--- src/rtl/bht_update_scheduler_pkg.sv ---
// Shared types and helpers for the branch history table update scheduler:
// 2-bit counter encodings, FSM state type and saturating counter arithmetic.
package bht_pkg;

  localparam logic [1:0] CTR_SNT = 2'b00;
  localparam logic [1:0] CTR_WNT = 2'b01;
  localparam logic [1:0] CTR_WT  = 2'b10;
  localparam logic [1:0] CTR_ST  = 2'b11;

  typedef enum logic [1:0] {
    IDLE   = 2'd0,
    UPD_RD = 2'd1,
    UPD_WR = 2'd2
  } bht_state_e;

  function automatic logic [1:0] sat_inc(input logic [1:0] ctr);
    logic [1:0] r;
    case (ctr)
      CTR_SNT: r = CTR_WNT;
      CTR_WNT: r = CTR_WT;
      default: r = CTR_ST;
    endcase
    return r;
  endfunction

  function automatic logic [1:0] sat_dec(input logic [1:0] ctr);
    logic [1:0] r;
    case (ctr)
      CTR_ST:  r = CTR_WT;
      CTR_WT:  r = CTR_WNT;
      default: r = CTR_SNT;
    endcase
    return r;
  endfunction

endpackage

--- src/rtl/bht_update_scheduler_if.sv ---
// Bundle of the lookup, update and table-port signals of the scheduler.
// master: the surrounding pipeline/table side; slave: the scheduler.
interface bht_update_scheduler_if #(
  parameter int unsigned ADDR_W = 5
) ();

  logic              lk_valid;
  logic [ADDR_W-1:0] lk_addr;
  logic              lk_ready;
  logic              pred_valid;
  logic              pred_taken;

  logic              upd_valid;
  logic [ADDR_W-1:0] upd_addr;
  logic              upd_taken;
  logic              upd_ready;

  logic              tbl_en;
  logic              tbl_we;
  logic [ADDR_W-1:0] tbl_addr;
  logic [1:0]        tbl_wdata;
  logic [1:0]        tbl_rdata;

  modport master (
    output lk_valid, lk_addr, upd_valid, upd_addr, upd_taken, tbl_rdata,
    input  lk_ready, pred_valid, pred_taken, upd_ready,
           tbl_en, tbl_we, tbl_addr, tbl_wdata
  );

  modport slave (
    input  lk_valid, lk_addr, upd_valid, upd_addr, upd_taken, tbl_rdata,
    output lk_ready, pred_valid, pred_taken, upd_ready,
           tbl_en, tbl_we, tbl_addr, tbl_wdata
  );

endinterface

--- src/rtl/bht_update_scheduler_fifo.sv ---
// Small FIFO holding pending {addr, taken} counter updates.
// Pointers carry one extra wrap bit to tell full from empty.
module bht_update_fifo #(
  parameter int unsigned DW    = 6,
  parameter int unsigned DEPTH = 4
) (
  input  logic          clk,
  input  logic          rst,
  input  logic          push_i,
  input  logic [DW-1:0] data_i,
  input  logic          pop_i,
  output logic [DW-1:0] head_o,
  output logic          full_o,
  output logic          empty_o
);

  localparam int unsigned AW = $clog2(DEPTH);

  logic [AW:0]   wr_ptr_q, wr_ptr_d;
  logic [AW:0]   rd_ptr_q, rd_ptr_d;
  logic [DW-1:0] mem_q [DEPTH];
  logic [DW-1:0] mem_d [DEPTH];
  logic          do_push, do_pop;

  assign full_o  = (wr_ptr_q[AW] != rd_ptr_q[AW]) &&
                   (wr_ptr_q[AW-1:0] == rd_ptr_q[AW-1:0]);
  assign empty_o = (wr_ptr_q == rd_ptr_q);
  assign do_push = push_i && !full_o;
  assign do_pop  = pop_i && !empty_o;
  assign head_o  = mem_q[rd_ptr_q[AW-1:0]];

  // Next pointer / storage values for a push and/or pop this cycle
  always_comb begin
    mem_d    = mem_q;
    wr_ptr_d = wr_ptr_q;
    rd_ptr_d = rd_ptr_q;
    if (do_push) begin
      mem_d[wr_ptr_q[AW-1:0]] = data_i;
      wr_ptr_d                = wr_ptr_q + 1'b1;
    end
    if (do_pop) begin
      rd_ptr_d = rd_ptr_q + 1'b1;
    end
  end

  // Register pointers and storage; reset empties the queue
  always_ff @(posedge clk) begin
    if (rst) begin
      wr_ptr_q <= '0;
      rd_ptr_q <= '0;
      for (int unsigned i = 0; i < DEPTH; i++) begin
        mem_q[i] <= '0;
      end
    end else begin
      wr_ptr_q <= wr_ptr_d;
      rd_ptr_q <= rd_ptr_d;
      mem_q    <= mem_d;
    end
  end

endmodule

--- src/rtl/bht_update_scheduler.sv ---
// Branch history table port arbiter: lookups take priority, outcome updates
// are queued and retired as read-modify-write of 2-bit saturating counters.
// Optional starvation guard: define BHT_STALL_GUARD_EN.
module bht_update_scheduler
  import bht_pkg::*;
#(
  parameter int unsigned ADDR_W     = 5,
  parameter int unsigned FIFO_DEPTH = 4,
  parameter int unsigned MAX_STALL  = 8
) (
  input logic                    clk,
  input logic                    rst,
  bht_update_scheduler_if.slave  bus
);

  localparam int unsigned ENTRY_W = ADDR_W + 1;

  if (FIFO_DEPTH < 2 || (FIFO_DEPTH & (FIFO_DEPTH - 1)) != 0 || MAX_STALL < 1) begin : g_cfg_check
    $error("bht_update_scheduler: FIFO_DEPTH must be a power of two >= 2, MAX_STALL >= 1");
  end

  bht_state_e         state_q, state_d;
  logic               pred_valid_q, pred_valid_d;

  logic               fifo_push, fifo_pop, fifo_full, fifo_empty;
  logic [ENTRY_W-1:0] head;
  logic [ADDR_W-1:0]  head_addr;
  logic               head_taken;
  logic               guard_trip;

  logic               lk_ready_c, tbl_en_c, tbl_we_c;
  logic [ADDR_W-1:0]  tbl_addr_c;
  logic [1:0]         tbl_wdata_c;

  assign fifo_push = bus.upd_valid && !fifo_full;
  assign {head_addr, head_taken} = head;

  bht_update_fifo #(
    .DW    (ENTRY_W),
    .DEPTH (FIFO_DEPTH)
  ) u_fifo (
    .clk     (clk),
    .rst     (rst),
    .push_i  (fifo_push),
    .data_i  ({bus.upd_addr, bus.upd_taken}),
    .pop_i   (fifo_pop),
    .head_o  (head),
    .full_o  (fifo_full),
    .empty_o (fifo_empty)
  );

  // Next state and table-port drive; outputs are silenced while in reset
  always_comb begin
    state_d     = state_q;
    lk_ready_c  = 1'b0;
    tbl_en_c    = 1'b0;
    tbl_we_c    = 1'b0;
    tbl_addr_c  = '0;
    tbl_wdata_c = '0;
    fifo_pop    = 1'b0;
    case (state_q)
      IDLE: begin
        if (fifo_full || guard_trip) begin
          state_d = UPD_RD;
        end else if (bus.lk_valid) begin
          lk_ready_c = 1'b1;
          tbl_en_c   = 1'b1;
          tbl_addr_c = bus.lk_addr;
        end else if (!fifo_empty || fifo_push) begin
          // Include this cycle's push so a lone update reaches UPD_RD next cycle.
          state_d = UPD_RD;
        end
      end
      UPD_RD: begin
        tbl_en_c   = 1'b1;
        tbl_addr_c = head_addr;
        state_d    = UPD_WR;
      end
      UPD_WR: begin
        tbl_en_c    = 1'b1;
        tbl_we_c    = 1'b1;
        tbl_addr_c  = head_addr;
        tbl_wdata_c = head_taken ? sat_inc(bus.tbl_rdata) : sat_dec(bus.tbl_rdata);
        fifo_pop    = 1'b1;
        state_d     = IDLE;
      end
      default: state_d = IDLE;
    endcase
    if (rst) begin
      lk_ready_c  = 1'b0;
      tbl_en_c    = 1'b0;
      tbl_we_c    = 1'b0;
      tbl_addr_c  = '0;
      tbl_wdata_c = '0;
      fifo_pop    = 1'b0;
    end
    pred_valid_d = lk_ready_c;
  end

  // FSM state and prediction-valid register
  always_ff @(posedge clk) begin
    if (rst) begin
      state_q      <= IDLE;
      pred_valid_q <= 1'b0;
    end else begin
      state_q      <= state_d;
      pred_valid_q <= pred_valid_d;
    end
  end

`ifdef BHT_STALL_GUARD_EN
  localparam int unsigned STALL_W = $clog2(MAX_STALL + 1);

  logic [STALL_W-1:0] stall_q, stall_d;

  // Count lookups granted while an update waits; clear when the update starts
  always_comb begin
    stall_d = stall_q;
    if (state_q == IDLE && state_d == UPD_RD) begin
      stall_d = '0;
    end else if (state_q == IDLE && !fifo_empty && lk_ready_c) begin
      stall_d = stall_q + 1'b1;
    end
  end

  // Stall counter register
  always_ff @(posedge clk) begin
    if (rst) begin
      stall_q <= '0;
    end else begin
      stall_q <= stall_d;
    end
  end

  assign guard_trip = (stall_q == STALL_W'(MAX_STALL));
`else
  assign guard_trip = 1'b0;
`endif

  assign bus.lk_ready   = lk_ready_c;
  assign bus.upd_ready  = !fifo_full;
  assign bus.pred_valid = pred_valid_q;
  assign bus.pred_taken = pred_valid_q && bus.tbl_rdata[1];
  assign bus.tbl_en     = tbl_en_c;
  assign bus.tbl_we     = tbl_we_c;
  assign bus.tbl_addr   = tbl_addr_c;
  assign bus.tbl_wdata  = tbl_wdata_c;

endmodule
--- src/flat_wrapper.sv ---
// flat-port wrapper written by rule: the top's interface ports become plain ports
module bht_update_scheduler_flat import bht_pkg::*;
#(
  parameter int unsigned ADDR_W     = 5,
  parameter int unsigned FIFO_DEPTH = 4,
  parameter int unsigned MAX_STALL  = 8
)
  (clk, rst, bus_lk_valid, bus_lk_addr, bus_upd_valid, bus_upd_addr, bus_upd_taken, bus_tbl_rdata, bus_lk_ready, bus_pred_valid, bus_pred_taken, bus_upd_ready, bus_tbl_en, bus_tbl_we, bus_tbl_addr, bus_tbl_wdata);
  bht_update_scheduler_if #(.ADDR_W(ADDR_W)) bus_i ();
  input logic clk;
  input logic rst;
  input wire logic [$bits(bus_i.lk_valid)-1:0] bus_lk_valid;
  input wire logic [$bits(bus_i.lk_addr)-1:0] bus_lk_addr;
  input wire logic [$bits(bus_i.upd_valid)-1:0] bus_upd_valid;
  input wire logic [$bits(bus_i.upd_addr)-1:0] bus_upd_addr;
  input wire logic [$bits(bus_i.upd_taken)-1:0] bus_upd_taken;
  input wire logic [$bits(bus_i.tbl_rdata)-1:0] bus_tbl_rdata;
  output wire logic [$bits(bus_i.lk_ready)-1:0] bus_lk_ready;
  output wire logic [$bits(bus_i.pred_valid)-1:0] bus_pred_valid;
  output wire logic [$bits(bus_i.pred_taken)-1:0] bus_pred_taken;
  output wire logic [$bits(bus_i.upd_ready)-1:0] bus_upd_ready;
  output wire logic [$bits(bus_i.tbl_en)-1:0] bus_tbl_en;
  output wire logic [$bits(bus_i.tbl_we)-1:0] bus_tbl_we;
  output wire logic [$bits(bus_i.tbl_addr)-1:0] bus_tbl_addr;
  output wire logic [$bits(bus_i.tbl_wdata)-1:0] bus_tbl_wdata;
  assign bus_i.lk_valid = bus_lk_valid;
  assign bus_i.lk_addr = bus_lk_addr;
  assign bus_i.upd_valid = bus_upd_valid;
  assign bus_i.upd_addr = bus_upd_addr;
  assign bus_i.upd_taken = bus_upd_taken;
  assign bus_i.tbl_rdata = bus_tbl_rdata;
  assign bus_lk_ready = bus_i.lk_ready;
  assign bus_pred_valid = bus_i.pred_valid;
  assign bus_pred_taken = bus_i.pred_taken;
  assign bus_upd_ready = bus_i.upd_ready;
  assign bus_tbl_en = bus_i.tbl_en;
  assign bus_tbl_we = bus_i.tbl_we;
  assign bus_tbl_addr = bus_i.tbl_addr;
  assign bus_tbl_wdata = bus_i.tbl_wdata;
  bht_update_scheduler #(.ADDR_W(ADDR_W), .FIFO_DEPTH(FIFO_DEPTH), .MAX_STALL(MAX_STALL)) u_core (.clk(clk), .rst(rst), .bus(bus_i));
endmodule
--- config.mk ---
export PLATFORM = sky130hd
export DESIGN_NAME = bht_update_scheduler_flat
export DESIGN_NICKNAME = d
export VERILOG_FILES = /design/src/rtl/bht_update_scheduler_pkg.sv /design/src/rtl/bht_update_scheduler_if.sv /design/src/rtl/bht_update_scheduler_fifo.sv /design/src/rtl/bht_update_scheduler.sv /design/src/flat_wrapper.sv
export SDC_FILE = /design/constraint.sdc
export NUM_CORES = 1
export LEC_CHECK = 0
export CAP_MARGIN = 20
export CORE_MARGIN = 2
export CORE_UTILIZATION = 45
export DETAILED_ROUTE_END_ITERATION = 8
export PLACE_DENSITY_LB_ADDON = 0.12
export SLEW_MARGIN = 5
export SYNTH_ARGS = -nofsm -noshare
export SYNTH_HDL_FRONTEND = slang
export SYNTH_SLANG_ARGS = --single-unit
--- constraint.sdc ---
create_clock -name clk -period 4.5 [get_ports clk]
set_input_delay 0.45 -clock clk [delete_from_list [all_inputs] [get_ports clk]]
set_output_delay 0.45 -clock clk [all_outputs]
set_load 0.01 [all_outputs]
==> impl_metrics.json <==
{
  "slowest_delay_ns": 0.72,
  "syn2layout_area_growth_pct": 23.8,
  "synth-seq-cells": 33,
  "postCtsHoldBufs": 0,
  "rsz0062_at_grt": "no",
  "numCtsBuffers": 5,
  "clk_latency_ns": 0.29,
  "clk_pin_slew_ns": 0.07,
  "io_buffer_count": 29,
  "synth_common_cells": "33 x dfxtp_1, 31 x nor2_1, 25 x mux2i_1",
  "fillers": 324,
  "worstReg2RegEnd": "u_core.u_fifo.mem_q[4]",
  "vias": 1312,
  "grt_antenna_before_repair": 0,
  "seq_power_share_pct": 43.0,
  "hold_viol": 0,
  "first_iter_violations": 82,
  "post_cts_buffers": 0,
  "finalMaxSlewViolations": 0,
  "muxShareOfSynthArea_pct": 21.6,
  "grt_max_degree": 27,
  "first_pass_iters": 4,
  "synth_most_common_cell": "dfxtp_1",
  "ff2ff_path_depth": 4,
  "dp.final_hpwl_um": 2720,
  "fin_worst_skew_ns": 0.00972,
  "grt_pass1_vias": 1291,
  "relSlewSlack_pct": 55.6,
  "ioPinCount": 30,
  "synth_top_family_by_area": "multiplexers",
  "post_cts_resized": 0,
  "die_w_um": 67.0,
  "fp-row-count": 22,
  "status": "completed",
  "grt.overflow.total": 0,
  "drive_gt1_share_pct": 12.3,
  "root_buffer": "clkbuf_8",
  "intPower_mw": 0.537,
  "syn_nets": 190,
  "syn_inst": 164,
  "yosys.area_share.simple_pct": 12.0,
  "synthDistinctLibCells": 32,
  "cap_violations": 0,
  "arrival_ns": 2.74,
  "num-nets-final": 220,
  "crit_end": "bus_tbl_addr[4]",
  "start_util_pct": 47.8,
  "clock_sinks": 33,
  "end_kind": "primary output",
  "cts-htree-levels": 2,
  "ys_seq_area_share_pct": 36.9,
  "globalRouteTotalUtil_pct": 19.2,
  "synthXorXnorAreaFrac_pct": 5.95,
  "crit_required_ns": 4.05,
  "clockBufferDepth": 2,
  "netlist_area_mm2": 0.00179,
  "hold_path_class": "flip-flop to flip-flop",
  "peakVddDrop_mv": 0.182,
  "final_cells": 243,
  "path_cells": "xor2_4 -> o311ai_2 -> nor3_2 -> a32o_1 -> clkdlybuf4s50_1",
  "tightest_slew_ns": 0.663,
  "worstPathMaxFanout": 10,
  "finalWirelength_um": 3780,
  "p_switching_mw": 0.218,
  "powerDensity_mw_per_mm2": 341,
  "place.gp.congestion": 0.785,
  "drt-wirelength-per-cell_um": 15.6,
  "placed_cells": 235,
  "coreArea_mm2": 0.00374,
  "antenna_left": 0,
  "power_frac_clock_pct": 32.6,
  "synth_ff_type": "dfxtp_1",
  "setup-tns-final_ns": 0,
  "drc": 0,
  "r2r-start": "u_core.u_fifo.rd_ptr_q[1]",
  "leakagePower_nw": 0.941,
  "min_period_ns": 3.19,
  "die_h_um": 67.0,
  "final.period_utilization_pct": 71.0,
  "p_sw_share_pct": 28.8,
  "yosysTopAreaCellShare_pct": 36.9,
  "die-area_mm2": 0.00449,
  "avgSynthCellArea_um2": 10.9,
  "async_flop_share_pct": 0,
  "yosys.area_share.adder_pct": 6.30,
  "cts_tree": "done",
  "r2r_slack_ns": 2.40,
  "holdWs_ns": 0.491,
  "yosysWarnings": 0,
  "slowest_stage": "dfxtp_1",
  "p_total_mw": 0.755,
  "crit_type": "flip-flop to primary output",
  "max_freq_mhz": 313,
  "synthTopCellsByArea": "dfxtp_1 37%, mux2i_1 14%, mux4_2 7.6%",
  "pwr-share-comb_pct": 24.4,
  "diodes": 0,
  "synth_compound_area_share_pct": 14.1,
  "place_ws_ns": 1.58,
  "setup_ws_ns": 1.31,
  "critPathLaunchType": "flip-flop",
  "yosysTopAreaCell": "dfxtp_1",
  "grt_pass1_wl_um": 6200,
  "synth_edf_count": 0,
  "via_per_inst": 5.40,
  "crit_start": "u_core.u_fifo.rd_ptr_q[1]",
  "setup_violations": 0
}
-- flip-flops by register name, summed over array words and instances, names as in the netlist --
name                    count
u_core.u_fifo.wr_ptr_q      3
u_core.state_q              2
u_core.bus.pred_valid       1
u_core.u_fifo.mem_q        24
u_core.u_fifo.rd_ptr_q      3
-- placed cells by master, fill, tap and decap left out, types with 2 or more instances in the layout --
cell,n
inv_1,6
o21ai_0,3
clkbuf_8,7
clkdlybuf4s50_1,29
nand2_1,6
xor2_4,2
mux2i_1,25
a21oi_1,2
xnor2_1,2
nand2b_1,4
nor2_1,31
or3_1,2
a21boi_0,3
mux4_2,6
ha_1,9
o311ai_4,4
dfxtp_1,33
xor2_1,2
a32o_1,5
-- metrics by stage --
stage	util (%)	cell area, um^2
finish	59.1	2210
global route	59.1	2210
CTS	59.1	2210
detailed placement	56.4	2110
global placement	56.4	2110
floorplan	-	1790
-- area by class of cell --
cell class	count	area (um^2)	area share (%)
clock buffers	7	96.3	4.35
clock inverters	1	5.00	0.226
inverters	6	22.5	1.02
multi-input cells	118	1070	48.4
flip-flops and latches	33	661	29.8
well taps	48	60.1	2.71
repair buffers	30	298	13.5
-- cells by family after synthesis --
logic type / after synthesis
AOI/OAI and AO/OA: 22
xor gates and xnor gates: 7
adders and majority gates: 9
buffers and inverters: 13
DFF: 33
muxes: 31
and+or+nand+nor: 49
-- critical path: cells and delay by family (launching register included) --
kind,cells,cell delay [ns]
AOI/OAI and AO/OA,2,0.43
DFF,1,0.72
and+or+nand+nor,1,0.31
xor gates and xnor gates,1,0.45
buffers and inverters,1,0.54
-- how the worst min path moves through the flow --
stage                                  from                 endpoint  cells past startpoint
floorplan           u_core.u_fifo.mem_q[10]  u_core.u_fifo.mem_q[10]                      2
global placement    u_core.u_fifo.mem_q[12]  u_core.u_fifo.mem_q[12]                      2
detailed placement  u_core.u_fifo.mem_q[12]  u_core.u_fifo.mem_q[12]                      2
CTS                 u_core.u_fifo.mem_q[12]  u_core.u_fifo.mem_q[12]                      2
global route         u_core.u_fifo.mem_q[8]   u_core.u_fifo.mem_q[8]                      2
finish              u_core.u_fifo.mem_q[11]  u_core.u_fifo.mem_q[11]                      2
-- power by group through the flow --
| stage | Clock [mW] | Sequential [mW] | Combinational [mW] |
|---|---|---|---|
| 4_1_cts | 0.248 | 0.325 | 0.185 |
| 3_5_place_dp | 0 | 0.332 | 0.184 |
| 3_3_place_gp | 0 | 0.330 | 0.180 |
| 2_1_floorplan | 0 | 0.327 | 0.118 |
| 6_report | 0.246 | 0.325 | 0.184 |
| 5_1_grt | 0.263 | 0.327 | 0.200 |
-- metal layers --
metal	global-route usage, %	wire [um]	share of wire [%]	up-vias
li1	-	-	-	644
met5	0	0	0	-
met3	4.39	201	5.3	5
met4	7.65	58	1.5	0
met1	25.4	1830	48	622
met2	30.2	1700	45	41
Power figures use the tool's default switching activity.
